==> src/rtl/sad_best_select.sv <==
// sad_best_select: accumulates the per-line SAD of 25 quarter-pel candidates
// over LINES lines, then scans the totals for the minimum. The zero vector
// (candidate 12) wins all ties; among the other candidates the lowest index
// wins. The result is returned on a valid/ready output.
module sad_best_select #(
    parameter int LINES = 6,
    parameter int PIX   = 6,
    parameter int DW    = 8,
    parameter int SADW  = 14
) (
    input  logic                    clk,
    input  logic                    rst_n,
    input  logic                    in_valid,
    output logic                    in_ready,
    input  logic [25*PIX*DW-1:0]    diff_flat,
    output logic                    out_valid,
    input  logic                    out_ready,
    output logic [4:0]              best_idx,
    output logic [SADW-1:0]         best_sad,
    output logic [2:0]              mv_y,
    output logic [2:0]              mv_x
);

    localparam int LCW = (LINES > 1) ? $clog2(LINES) : 1;

    typedef enum logic [1:0] {
        ST_ACC,
        ST_SCAN,
        ST_OUT
    } state_t;

    state_t            state_q,     state_d;
    logic [LCW-1:0]    line_cnt_q,  line_cnt_d;
    logic [4:0]        scan_step_q, scan_step_d;
    logic [4:0]        best_idx_q,  best_idx_d;
    logic [SADW-1:0]   best_sad_q,  best_sad_d;
    logic [SADW-1:0]   acc_q [25];
    logic [SADW-1:0]   acc_d [25];

    logic [SADW-1:0]   line_sum [25];
    logic [4:0]        cand_k;
    logic [SADW-1:0]   cand_sad;
    logic [2:0]        row;
    logic [2:0]        col;

    // Per-candidate sum of the PIX zero-extended differences on this line.
    always_comb begin
        for (int unsigned k = 0; k < 25; k++) begin
            line_sum[k] = '0;
            for (int unsigned p = 0; p < PIX; p++) begin
                line_sum[k] = line_sum[k] + SADW'(diff_flat[(k*PIX + p)*DW +: DW]);
            end
        end
    end

    // Scan order visits 12 first, then 0..11 and 13..24. With a strict
    // compare this gives the zero vector all ties, then the lowest index.
    always_comb begin
        if (scan_step_q == 5'd0) begin
            cand_k = 5'd12;
        end else if (scan_step_q <= 5'd12) begin
            cand_k = scan_step_q - 5'd1;
        end else begin
            cand_k = scan_step_q;
        end
        cand_sad = acc_q[cand_k];
    end

    // Next-state, accumulation, scan update and handshake outputs.
    always_comb begin
        state_d     = state_q;
        line_cnt_d  = line_cnt_q;
        scan_step_d = scan_step_q;
        best_idx_d  = best_idx_q;
        best_sad_d  = best_sad_q;
        acc_d       = acc_q;
        in_ready    = 1'b0;
        out_valid   = 1'b0;
        case (state_q)
            ST_ACC: begin
                in_ready = 1'b1;
                if (in_valid) begin
                    for (int unsigned k = 0; k < 25; k++) begin
                        acc_d[k] = acc_q[k] + line_sum[k];
                    end
                    if (line_cnt_q == LCW'(LINES - 1)) begin
                        line_cnt_d  = '0;
                        scan_step_d = '0;
                        state_d     = ST_SCAN;
                    end else begin
                        line_cnt_d = line_cnt_q + LCW'(1);
                    end
                end
            end
            ST_SCAN: begin
                if ((scan_step_q == 5'd0) || (cand_sad < best_sad_q)) begin
                    best_idx_d = cand_k;
                    best_sad_d = cand_sad;
                end
                if (scan_step_q == 5'd24) begin
                    state_d = ST_OUT;
                end else begin
                    scan_step_d = scan_step_q + 5'd1;
                end
            end
            ST_OUT: begin
                out_valid = 1'b1;
                if (out_ready) begin
                    for (int unsigned k = 0; k < 25; k++) begin
                        acc_d[k] = '0;
                    end
                    state_d = ST_ACC;
                end
            end
            default: begin
                state_d = ST_ACC;
            end
        endcase
    end

    // State, accumulator and result registers.
    always_ff @(posedge clk or negedge rst_n) begin
        if (!rst_n) begin
            state_q     <= ST_ACC;
            line_cnt_q  <= '0;
            scan_step_q <= '0;
            best_idx_q  <= 5'd12;
            best_sad_q  <= '0;
            for (int unsigned k = 0; k < 25; k++) begin
                acc_q[k] <= '0;
            end
        end else begin
            state_q     <= state_d;
            line_cnt_q  <= line_cnt_d;
            scan_step_q <= scan_step_d;
            best_idx_q  <= best_idx_d;
            best_sad_q  <= best_sad_d;
            acc_q       <= acc_d;
        end
    end

    // Motion vector follows best_idx in the same cycle: row/col minus 2.
    always_comb begin
        row      = 3'(best_idx_q / 5'd5);
        col      = 3'(best_idx_q % 5'd5);
        mv_y     = row - 3'd2;
        mv_x     = col - 3'd2;
        best_idx = best_idx_q;
        best_sad = best_sad_q;
    end

endmodule

==> config.mk <==
export PLATFORM = sky130hd
export DESIGN_NAME = sad_best_select
export DESIGN_NICKNAME = d
export VERILOG_FILES = /design/src/rtl/sad_best_select.sv
export SDC_FILE = /design/constraint.sdc
export NUM_CORES = 2
export LEC_CHECK = 0
export BUFFER_PORTS_ARGS = -buffer_cell sky130_fd_sc_hd__buf_2
export CAP_MARGIN = 20
export CORE_AREA = 2 2 480 482
export DETAILED_ROUTE_END_ITERATION = 8
export DIE_AREA = 0 0 482 484
export GPL_TIMING_DRIVEN = 0
export PLACE_DENSITY_LB_ADDON = 0.3
export SLEW_MARGIN = 20
export SYNTH_ARGS = -nofsm -noshare
export SYNTH_HDL_FRONTEND = slang
export SYNTH_SLANG_ARGS = --single-unit
==> constraint.sdc <==
create_clock -name clk -period 12 [get_ports clk]
set_input_delay 1.8 -clock clk [delete_from_list [all_inputs] [get_ports clk]]
set_output_delay 1.8 -clock clk [all_outputs]
set_load 0.05 [all_outputs]
=== Word level (Yosys, flattened, before mapping) ===
Index checks and enable logic that the tools add are counted.

* Register bits after elaboration: 379
* Input port bits: 1204
* Output and inout port bits: 27
* Logic and storage cells: 230

* $add $sub $neg: 155
* Divide/modulo/power cells: 2
* Order comparisons: 3
* Equality and inequality tests: 9
* Multiplexer cells: 20
* Bitwise logic cells: 1
* Reduce and logical (&&, ||, !) cells: 10

{| class="wikitable"
|+ Operator list
! kind !! number
|-
| $mux W350 || 2
|-
| $pmux W350 S2 || 1
|-
| $add A14 B13 Y14 || 25
|-
| $add A12 B8 Y13 || 25
|-
| $add A11 B8 Y12 || 25
|-
| $add A10 B8 Y11 || 25
|-
| $add A9 B8 Y10 || 25
|-
| $add A8 B8 Y9 || 25
|-
| $bmux W14 S5 || 1
|-
| $mux W14 || 2
|-
| $mux W5 || 5
|-
| $lt A14 B14 Y1 || 1
|-
| $ne A2 B2 Y1 const B || 5
|-
| $pmux W5 S2 || 1
|-
| $mux W2 || 4
|-
| $reduce_and A4 Y1 || 2
|-
| $ge A6 B6 Y1 const B || 1
|-
| $not A5 Y6 || 1
|-
| $pmux W2 S3 || 1
|-
| $sub A3 B2 Y3 const B || 2
|-
| $add A5 B1 Y5 const B || 1
|-
| $div A5 B3 Y5 const B || 1
|-
| $eq A5 B5 Y1 const B || 1
|-
| $le A5 B4 Y1 const B || 1
|-
| 14 further kinds || 17
|}

=== Logic depth before layout (Yosys ltp) ===
* Depth after elaboration: 10
* Gate-level depth with buffers: 26

=== Worst setup path after synthesis ===
OpenSTA, ideal clock, no wires.

* Kind: in2reg
* Start: input port diff_flat[1154]
* End: register acc_q[12] (netlist name)
* Library setup time: 0.132 ns
* Data arrival time: 5.997 ns
* Required time: 11.868 ns
* Setup slack: 5.871 ns
* Stages on the path: 18
* Path through: inv_1 -> fa_1 -> inv_1 -> fa_1 -> fa_1 -> inv_1 -> fa_1 -> inv_1 -> ha_1 -> a21o_1 -> a21oi_1 -> o21bai_1 -> a2111oi_0 -> nor3_1 -> o31a_1 -> o21ai_0 -> xor2_1 -> nor2_1

* Word-level cells in the longest chain between the ends: 8

{| class="wikitable"
|+ Ends and longest elaborated chain
! what !! RTL line !! source
|-
| from (decl) || 15 || <nowiki>input logic [25*PIX*DW-1:0] diff_flat,</nowiki>
|-
| $add A8 B8 Y9 || 51 || <nowiki>line_sum[k] = line_sum[k] + SADW'(diff_flat[(k*PIX + p)*DW +: DW]);</nowiki>
|-
| $add A9 B8 Y10 || 51 ||
|-
| $add A10 B8 Y11 || 51 ||
|-
| $add A11 B8 Y12 || 51 ||
|-
| $add A12 B8 Y13 || 51 ||
|-
| $add A14 B13 Y14 || 84 || <nowiki>acc_d[k] = acc_q[k] + line_sum[k];</nowiki>
|-
| $mux W350 || 82 || <nowiki>if (in_valid) begin</nowiki>
|-
| $pmux W350 S2 || 79 || <nowiki>case (state_q)</nowiki>
|-
| to (signal, indexed assignment) || 130 || <nowiki>acc_q[k] <= '0;</nowiki>
|-
| to (signal assigned) || 138 || <nowiki>acc_q <= acc_d;</nowiki>
|-
| to (decl) || 37 || <nowiki>logic [SADW-1:0] acc_q [25];</nowiki>
|}

No other way between the ends. The select of a mux whose other input is x is not followed.
A chain may end at the register's enable or synchronous reset.

=== Worst setup path in the final report ===
* Start: register scan_step_q[0]
* End: register best_sad_q[11] (netlist: best_sad[11])

* Word-level cells in the longest chain between the ends: 10
* Elaborated cells between the ends (all ways): 12
* Those cells by class: 1 x add/sub; 2 x order compare; 5 x mux; 1 x bitwise; 3 x reduce/logical

{| class="wikitable"
|+ Ends and longest elaborated chain
! what !! RTL line !! source
|-
| from (decl) || 34 || <nowiki>logic [4:0] scan_step_q, scan_step_d;</nowiki>
|-
| from (signal assigned) || 135 || <nowiki>scan_step_q <= scan_step_d;</nowiki>
|-
| $sub A5 B1 Y5 / $le A5 B4 Y1 (equally long branches) || 62, 61 ||
|-
| $mux W5 || 61 || <nowiki>end else if (scan_step_q <= 5'd12) begin</nowiki>
|-
| $mux W5 (*) || 59 || <nowiki>if (scan_step_q == 5'd0) begin</nowiki>
|-
| $not A5 Y6 (implied by the code) (*) || 66 || <nowiki>cand_sad = acc_q[cand_k];</nowiki>
|-
| $bmux W14 S5 (*) || 66 ||
|-
| $mux W14 (implied by the code) (*) (2 in a row) || 66 ||
|-
| net cand_sad[7] || 42 || <nowiki>logic [SADW-1:0] cand_sad;</nowiki>
|-
| $lt A14 B14 Y1 (*) || 96 || <nowiki>if ((scan_step_q == 5'd0) || (cand_sad < best_sad_q)) begin</nowiki>
|-
| $logic_or A1 B1 Y1 (*) || 96 ||
|-
| $reduce_and A2 Y1 (no source line) (*) || - ||
|-
| to (signal assigned) || 137 || <nowiki>best_sad_q <= best_sad_d;</nowiki>
|-
| to (decl) || 36 || <nowiki>logic [SADW-1:0] best_sad_q, best_sad_d;</nowiki>
|}

The timed path passes the listed nets; every way through them passes the cells marked *. The select of a mux whose other input is x is not followed.

==> flow_summary.yaml <==
status:
  status: "finished, final reports clean"
clock_network:
  clk_path_buf_depth: 3
  cts_buffers: 54
  cts_resized: 0
  clockRootBuffer: "clkbuf_16"
  hold_buffers: 0
  clock_sinks: 379
  cts_tree: "yes"
  cts.reportedPaths.clkPinSlew_ns: 0.06
  h-tree-depth: 2
  postCtsSetupBuffers: 0
  clkLatencyLatePin_ns: 0.69
sta:
  finalSetupViolations: 0
  fin_crit_sh: 0.745
  skew_ns: 0.0651
  drv_slew: 0
  worst_slack_ns: 3.06
  finalSetupTns_ns: 0
  hold_viol: 0
  rsz0062_at_grt: "false"
  max_freq_mhz: 112
  worstMarginPinSlew_ns: 1.24
  relSlewSlack: 0.173
  fin_crit_ns: 8.94
finish:
  nNetsFinal: 10200
  area_delta_synth_final_pct: 21.6
  final_area_um2: 68900
  final_layout_size_suffix_gt1_frac: 0.191
global_route:
  grtUsageTotal: 0.211
  grt_start_max_net_pins: 85
  antenna_found_initial: 78
  overflow: 0
  grt_pass1_wl_mm: 349
  first_global_vias: 49700
power_and_ir_drop:
  swShare: 0.548
  p_per_area_nw_per_um2: 348
  power_frac_seq: 0.121
  switchingPower_uw: 13200
  vdd_drop_max_mv: 0.273
  intPower_uw: 10900
  p_total_uw: 24000
  combPwrFrac: 0.804
  power_leakage_uw: 0.0384
  clock_power_share: 0.075
worst_setup_path:
  reg2reg_to: "best_sad[11]"
  r2r-start: "scan_step_q[0]"
  required_ns: 12.57
  start_kind: "flop"
  crit_type: "reg2reg"
  critPathCaptureType: "flop"
  r2r_cells: 24
  r2r_slack_ns: 3.06
  worstPathMaxFanout: 10
  cp.arrival_ns: 9.50
routing:
  wirelength_mm: 248
  drc: 0
  wl_per_cell_um: 23.3
  firstDrtPassIters: 6
  postRouteAntennaNets: 0
  dr.first_iter.drc_count: 2621
  vias_per_cell: 4.37
  vias: 46400
synthesis:
  synth-edff-count: 0
  yosysSeqAreaShare: 0.167
  synth_ff_type: "dfrtp_1"
  syn-num-nets: 8885
  yosys-top-cells-area: "fa_1 (34%), dfrtp_1 (17%), inv_1 (14%)"
  async_flop_share: 1.00
  synth_area_leader_cell: "fa_1"
  synth.distinct_cells: 69
  synth_common_cells: "inv_1 (2132), fa_1 (950), ha_1 (494), nand2_1 (472), dfrtp_1 (377)"
  synth.avg_cell_area_um2: 9.09
  synth_seq_cells: 379
  syn_area_um2: 56700
  ys.warnings.count: 0
  synth_top_area_share: 0.335
  yosysMostFrequentCell: "inv_1"
  synthCells: 6237
job:
  maxCapViolations: 0
floorplanning:
  rows: 176
  pin_count: 1231
  die_y_um: 484
  initial_utilization: 0.248
  die-area_um2: 233000
  core_area_um2: 229000
  die_w_um: 482
hold_path:
  hold_class: "reg2reg"
  min_to: "acc_q[227]"
  holdCritStartpoint: "acc_q[227]"
  min_path_cells: 2
placement:
  portBuffers: 1230
  dp_hpwl_mm: 220
  postPlaceCellArea_um2: 66900
  pre_cts_slack_ns: 3.27
  place_congestion: 0.949
## per-stage QoR
step / hold WS, ns / util / instances
finish: 0.476 / 0.302 / 10600
global route: 0.496 / 0.301 / 10600
CTS: 0.480 / 0.301 / 10600
detailed placement: 0.467 / 0.293 / 10500
global placement: 0.462 / 0.292 / 10500
floorplan: 0.449 / - / 6237
## how the worst max path moves through the flow
| stage | from | endpoint |
|---|---|---|
| after CTS | scan_step_q[0] | best_sad[11] |
| after global placement | rst_n | acc_q[315] |
| final | scan_step_q[0] | best_sad[11] |
| after detailed placement | scan_step_q[0] | best_sad[11] |
| after global routing | scan_step_q[0] | best_sad[11] |
| after floorplan | diff_flat[1154] | acc_q[12] |
## registers in the layout (all words and copies together) (netlist names)
register and flops:
best_sad 14, best_idx 5, scan_step_q 5, state_q 2, acc_q 350, line_cnt_q 3
## area by class of cell
class	instances	area, um2
antenna	27	67.6
inverter	2132	8000
buffer	133	573
timing repair buffer	1239	6360
fill	24500	160000
clock buffer	71	1540
tap	3026	3790
multi-input combinational	3593	38700
sequential	379	9490
clock inverter	30	428
## cells in the final DEF (no fill, tap or decap), types with 109 or more instances in the layout
| cell | instances |
|---|---|
| inv_1 | 2132 |
| buf_2 | 1242 |
| fa_1 | 950 |
| ha_1 | 494 |
| nand2_1 | 472 |
| dfrtp_1 | 377 |
| o21ai_0 | 281 |
| a21oi_1 | 222 |
| xnor2_1 | 163 |
| a21o_1 | 116 |
| nor2_1 | 115 |
| xor2_1 | 109 |
## metal layers
layer  GRT usage  up-vias  part of all wire
li1            -    21500                 -
met1       0.272    23100              0.42
met2       0.365     1496              0.49
met3      0.0275      287             0.050
met4      0.0640       12             0.035
met5           0        -           0.00034
## cells by family (layout without fill, tap and decap cells)
kind of cell             after synthesis  after routing  share of synthesized area
multiplexers                          68             68                     0.0186
adder cells (fa/ha/maj)             1444           1444                      0.444
flip-flops                           379            379                      0.167
XOR/XNOR                             272            272                     0.0420
AO/OA/AOI/OAI                        988            988                      0.113
AND/OR/NAND/NOR                      821            821                     0.0638
other                                  0             27                          0
buffers and inverters               2265           3605                      0.151
## power by group through the flow
stage / Clock (uW) / Sequential [uW] / Combinational [uW]
2_1_floorplan: 0 / 2510 / 13500
3_3_place_gp: 0 / 2910 / 19000
3_5_place_dp: 0 / 2920 / 19300
4_1_cts: 1850 / 2910 / 19400
5_1_grt: 1900 / 2960 / 21600
6_report: 1810 / 2900 / 19300
## worst max-delay path: stages, from the launching register on
cell and delay (ns):
dfrtp_1 0.38, clkbuf_2 0.19, inv_1 0.19, ha_1 0.30, nor2b_2 0.28, a21oi_1 0.18, nand3_1 0.17, buf_1 0.74
clkbuf_1 0.71, clkbuf_1 0.95, clkbuf_1 0.68, o21ai_0 0.43, a32oi_1 0.40, a31oi_1 0.34, o31ai_1 0.19, ha_1 0.31
a21o_1 0.17, a21o_1 0.17, a21oi_1 0.12, o21ai_0 0.16, a21oi_1 0.20, o211ai_1 0.17, o311ai_4 0.76, buf_6 0.31
mux2_4 0.32
Note: power is estimated with default switching activity, not from simulation.
